--- src/rtl/mem_access_ctrl.sv ---
// Memory access controller: arbitrates the fetch and load/store ports onto the 32x16 unified memory.
// Define MEM_CTRL_RR_ARB_EN for round-robin arbitration; otherwise ls has fixed priority over if.
module mem_access_ctrl #(
  parameter int ADDR_W = 5,
  parameter int DATA_W = 16
) (
  input  logic              clk,
  input  logic              proc_rst,
  input  logic              if_req,
  input  logic [ADDR_W-1:0] if_addr,
  output logic [DATA_W-1:0] if_rdata,
  output logic              if_done,
  input  logic              ls_req,
  input  logic              ls_we,
  input  logic [ADDR_W-1:0] ls_addr,
  input  logic [DATA_W-1:0] ls_wdata,
  output logic [DATA_W-1:0] ls_rdata,
  output logic              ls_done,
  output logic [ADDR_W-1:0] mem_address,
  output logic [DATA_W-1:0] mem_in,
  output logic              mem_write,
  output logic              mem_read,
  input  logic [DATA_W-1:0] mem_out,
  output logic              busy
);

  typedef enum logic [1:0] {
    IDLE   = 2'd0,
    ACCESS = 2'd1,
    RESP   = 2'd2
  } state_e;

  state_e            state_q, state_d;
  logic              win_ls_q, win_ls_d;
  logic              we_q, we_d;
  logic [ADDR_W-1:0] addr_q, addr_d;
  logic [DATA_W-1:0] wdata_q, wdata_d;
  logic              write_n_q, write_n_d;
  logic              read_n_q, read_n_d;
  logic              if_done_q, if_done_d;
  logic              ls_done_q, ls_done_d;
  logic [DATA_W-1:0] if_rdata_q, if_rdata_d;
  logic [DATA_W-1:0] ls_rdata_q, ls_rdata_d;
  logic              busy_q, busy_d;
  logic              grant_ls_s;

`ifdef MEM_CTRL_RR_ARB_EN
  logic last_ls_q, last_ls_d;

  // Round-robin grant: on a tie the port not granted last wins.
  always_comb begin
    last_ls_d = last_ls_q;
    if (ls_req && if_req) begin
      grant_ls_s = ~last_ls_q;
    end else begin
      grant_ls_s = ls_req;
    end
    if ((state_q == IDLE) && (ls_req || if_req)) begin
      last_ls_d = grant_ls_s;
    end else begin
      last_ls_d = last_ls_q;
    end
  end

  // Last-grant register; starts as ls so the first tie goes to fetch.
  always_ff @(posedge clk or negedge proc_rst) begin
    if (!proc_rst) begin
      last_ls_q <= 1'b1;
    end else begin
      last_ls_q <= last_ls_d;
    end
  end
`else
  // Fixed priority grant: load/store always beats fetch.
  always_comb begin
    grant_ls_s = ls_req;
  end
`endif

  // Next-state and registered-output logic; strobes and done pulses default inactive.
  always_comb begin
    state_d    = state_q;
    win_ls_d   = win_ls_q;
    we_d       = we_q;
    addr_d     = addr_q;
    wdata_d    = wdata_q;
    write_n_d  = 1'b1;
    read_n_d   = 1'b1;
    if_done_d  = 1'b0;
    ls_done_d  = 1'b0;
    if_rdata_d = if_rdata_q;
    ls_rdata_d = ls_rdata_q;
    busy_d     = 1'b0;
    case (state_q)
      IDLE: begin
        if (if_req || ls_req) begin
          state_d   = ACCESS;
          busy_d    = 1'b1;
          win_ls_d  = grant_ls_s;
          we_d      = grant_ls_s & ls_we;
          write_n_d = ~(grant_ls_s & ls_we);
          read_n_d  = grant_ls_s & ls_we;
          if (grant_ls_s) begin
            addr_d  = ls_addr;
            wdata_d = ls_wdata;
          end else begin
            addr_d  = if_addr;
            wdata_d = wdata_q;
          end
        end else begin
          state_d = IDLE;
        end
      end
      ACCESS: begin
        // mem_out was registered by the memory on the negedge inside ACCESS.
        state_d = RESP;
        busy_d  = 1'b1;
        if (win_ls_q) begin
          ls_done_d = 1'b1;
          if (!we_q) begin
            ls_rdata_d = mem_out;
          end else begin
            ls_rdata_d = ls_rdata_q;
          end
        end else begin
          if_done_d  = 1'b1;
          if_rdata_d = mem_out;
        end
      end
      RESP: begin
        state_d = IDLE;
      end
      default: begin
        state_d = IDLE;
      end
    endcase
  end

  // State and output registers; reset aborts any access in flight.
  always_ff @(posedge clk or negedge proc_rst) begin
    if (!proc_rst) begin
      state_q    <= IDLE;
      win_ls_q   <= 1'b0;
      we_q       <= 1'b0;
      addr_q     <= {ADDR_W{1'b0}};
      wdata_q    <= {DATA_W{1'b0}};
      write_n_q  <= 1'b1;
      read_n_q   <= 1'b1;
      if_done_q  <= 1'b0;
      ls_done_q  <= 1'b0;
      if_rdata_q <= {DATA_W{1'b0}};
      ls_rdata_q <= {DATA_W{1'b0}};
      busy_q     <= 1'b0;
    end else begin
      state_q    <= state_d;
      win_ls_q   <= win_ls_d;
      we_q       <= we_d;
      addr_q     <= addr_d;
      wdata_q    <= wdata_d;
      write_n_q  <= write_n_d;
      read_n_q   <= read_n_d;
      if_done_q  <= if_done_d;
      ls_done_q  <= ls_done_d;
      if_rdata_q <= if_rdata_d;
      ls_rdata_q <= ls_rdata_d;
      busy_q     <= busy_d;
    end
  end

  assign mem_address = addr_q;
  assign mem_in      = wdata_q;
  assign mem_write   = write_n_q;
  assign mem_read    = read_n_q;
  assign if_done     = if_done_q;
  assign ls_done     = ls_done_q;
  assign if_rdata    = if_rdata_q;
  assign ls_rdata    = ls_rdata_q;
  assign busy        = busy_q;

endmodule

--- config.mk ---
export PLATFORM = sky130hd
export DESIGN_NAME = mem_access_ctrl
export DESIGN_NICKNAME = d
export VERILOG_FILES = /design/src/rtl/mem_access_ctrl.sv
export SDC_FILE = /design/constraint.sdc
export NUM_CORES = 1
export LEC_CHECK = 0
export CORE_UTILIZATION = 43
export CTS_BUF_LIST = sky130_fd_sc_hd__clkbuf_2 sky130_fd_sc_hd__clkbuf_4 sky130_fd_sc_hd__clkbuf_8
export DETAILED_ROUTE_END_ITERATION = 16
export GPL_ROUTABILITY_DRIVEN = 0
export GPL_TIMING_DRIVEN = 0
export PLACE_DENSITY = 0.81
export SLEW_MARGIN = 20
export SYNTH_ARGS = -nofsm -noshare
export SYNTH_HDL_FRONTEND = slang
export SYNTH_SLANG_ARGS = --single-unit
--- constraint.sdc ---
create_clock -name clk -period 1.7 [get_ports clk]
set_input_delay 0.17 -clock clk [delete_from_list [all_inputs] [get_ports clk]]
set_output_delay 0.17 -clock clk [all_outputs]
set_load 0.01 [all_outputs]
==> results.yml <==
place:
  dpl_cell_area_mm2: 0.003545
  hpwlAfterDp_um: 3559
  portBuffers: 103
  place_worst_setup_slack_ps: 104.1
sta:
  tightest_slew_ps: 444.2
  slew_viol_final: 0
  hold_violations: 0
  finalCritPeriodShare: 0.9360
  finClkSkew_ps: 4.127
  rsz0062_at_grt: "false"
  finalSetupViolCount: 0
  period_needed_ps: 1591
  max_freq_ghz: 0.6285
  setup_tns_ps: 0
  max_slew_margin: 0.7038
  finalWorstSetupSlack_ps: 108.8
route:
  vias_per_cell: 4.726
  detail-route-antenna-nets: 0
  initialDrtViolationCount: 42
  first_pass_iters: 2
  drt_wl_total_um: 4838
  vias: 1569
  drt-wirelength-per-cell_um: 14.57
  drc: 0
floorplanning:
  die_w_um: 76.84
  start_util: 0.4599
  ioPinCount: 105
  core_mm2: 0.005238
  rows: 26
  die_y_um: 76.84
  die_area_mm2: 0.005904
pwr:
  peakVddDrop_mv: 1.139
  total_power_uw: 7265
  powerDensity_mw_per_mm2: 1933
  p_leak_uw: 0.001604
yosys:
  netlist_instances: 141
  syn_nets: 188
  postSynthRegisterBits: 62
  ys_types: 20
  synth_top_area_frac: 0.6234
  ys_warn_count: 0
  synth.largest_area_cell: "dfrtp_1"
  ys_seq_area_frac: 0.6452
  postSynthAreaPerCell_um2: 17.08
  netlist_area_mm2: 0.002409
  synthTopCellsByArea: "dfrtp_1 (62%), mux2_2 (22%), mux2_4 (6.2%)"
worst_setup_path:
  criticalPathCategory: "register to register"
  cp_max_fo: 10
  crit_arrival_ps: 1790
  critPathLaunchType: "register"
  crit_required_ps: 1900
  end_kind: "register"
layout:
  syn_to_final_growth_pct: 56.05
  multi_input_area_um2: 784.5
  drive_above_1_share: 0.3282
  fin_area_mm2: 0.003759
  num_antenna_cells: 0
  seqCellArea_mm2: 0.001554
  fillers: 356
  fin_util: 0.7176
  nets: 304
global_route:
  grt_antenna_before_repair: 0
  grtUsageTotal: 0.1809
  grt_max_degree: 34
  grt_pass1_vias: 1741
  grt_pass1_wl_um: 8259
  globalRouteOverflowTotal: 0
cts:
  post-cts-setup-buffers: 0
  post_cts_resized: 0
  cts_buffers: 9
  clock-sinks: 62
  h-tree-depth: 3
  cts_tree: "done"
  clk_pin_slew_ps: 60
  clock_path_buffers: 2
  cts_root_buf: "clkbuf_8"
  clock_latency_ps: 320
hold_path:
  hold_path.class: "primary input to register"
status:
  status: "complete, no violations"
job:
  drv_cap: 0
## logic make-up (layout without fill, tap and decap cells)
family | count (synthesis) | in the layout | share of synthesized area
multiplexers | 58 | 58 | 0.2868
buffers and inverters | 8 | 129 | 0.02909
AO/OA/AOI/OAI | 4 | 4 | 0.01351
flip-flops | 62 | 62 | 0.6452
AND/OR/NAND/NOR | 9 | 9 | 0.02546
## power breakdown
part | internal [uW] | total [uW] | switching (uW)
clock | 766 | 1300 | 529
sequential | 2230 | 2600 | 363
combinational | 2190 | 3370 | 1190
## critical path: stages, from the launching register on
cell and delay [ps]:
dfrtp_1 390, nand2b_1 220, nor2_4 260, buf_4 260, mux2_2 350
## final timing paths
path / start / to / depth (start not counted) / slack (ps)
worst min register to register: if_rdata[12] / if_rdata[12] / 1 / 490
worst max register to register: state_q[1] / if_rdata[7] / 4 / 110
worst max-delay path: state_q[1] / if_rdata[7] / 4 / 110
min in group asynchronous: proc_rst / ls_rdata[6] / 2 / 330
worst min-delay path: ls_req / mem_read / 2 / 190
max in group asynchronous: proc_rst / mem_read / 3 / 800
## metrics by stage
step                instances  hold WS [ps]
finish                    332         187.4
global placement          314         467.1
detailed placement        315         117.6
global route              332         179.4
floorplan                 141        -125.6
CTS                       332         176.1
## what timing repair did
| item | CTS | global route |
|---|---|---|
| setup endpoints to repair | 0 | 0 |
| hold endpoints to repair | 29 | 0 |
| hold buffers | 1 | 0 |
## synth_stat cells
master    number
mux2_1         1
buf_6          2
mux2_4        10
nor2_1         1
nand2b_1       1
a21o_1         2
a22o_1         1
nand2_1        3
buf_2          1
nor2_4         1
buf_4          2
and2_1         1
buf_12         1
and3b_1        1
mux2_2        47
inv_1          2
dfrtp_1       60
dfstp_2        2
o21ai_2        1
nor2b_4        1
## registers in the layout (all words and copies together), names as in the netlist
| name | cells |
|---|---|
| if_rdata | 16 |
| ls_rdata | 16 |
| mem_in | 16 |
| mem_address | 5 |
| state_q | 2 |
| busy | 1 |
| if_done | 1 |
| ls_done | 1 |
| mem_read | 1 |
| mem_write | 1 |
| we_q | 1 |
| win_ls_q | 1 |
## final cells by class
type,instances,area share
buffer,6,0.01664
clock buffer,12,0.04228
clock inverter,4,0.01198
inverter,2,0.001997
multi-input combinational,71,0.2087
sequential,62,0.4134
tap,70,0.02330
timing repair buffer,105,0.2816
## per-layer routing
metal  global-route usage  routed length (um)  part of all wire
met3              0.06190                 423             0.087
met2               0.2696                2202              0.46
met1               0.2407                2132              0.44
met5                    0                   0                 0
met4              0.07500                  80             0.017
## layout by cell type (no fill, tap or decap)
cell type,instances
dlygate4sd3_1,1
o21ai_2,1
buf_4,3
clkinv_2,3
nor2b_4,1
buf_6,2
clkdlybuf4s50_1,102
bufinv_16,1
mux2_2,47
dfrtp_1,60
a22o_1,1
clkbuf_4,1
nand2_1,3
mux2_1,1
inv_1,2
nand2b_1,1
nor2_4,1
and3b_1,1
nor2_1,1
mux2_4,10
clkbuf_8,11
buf_2,1
a21o_1,2
dfstp_2,2
buf_12,2
and2_1,1
(Power assumes the default switching activity.)
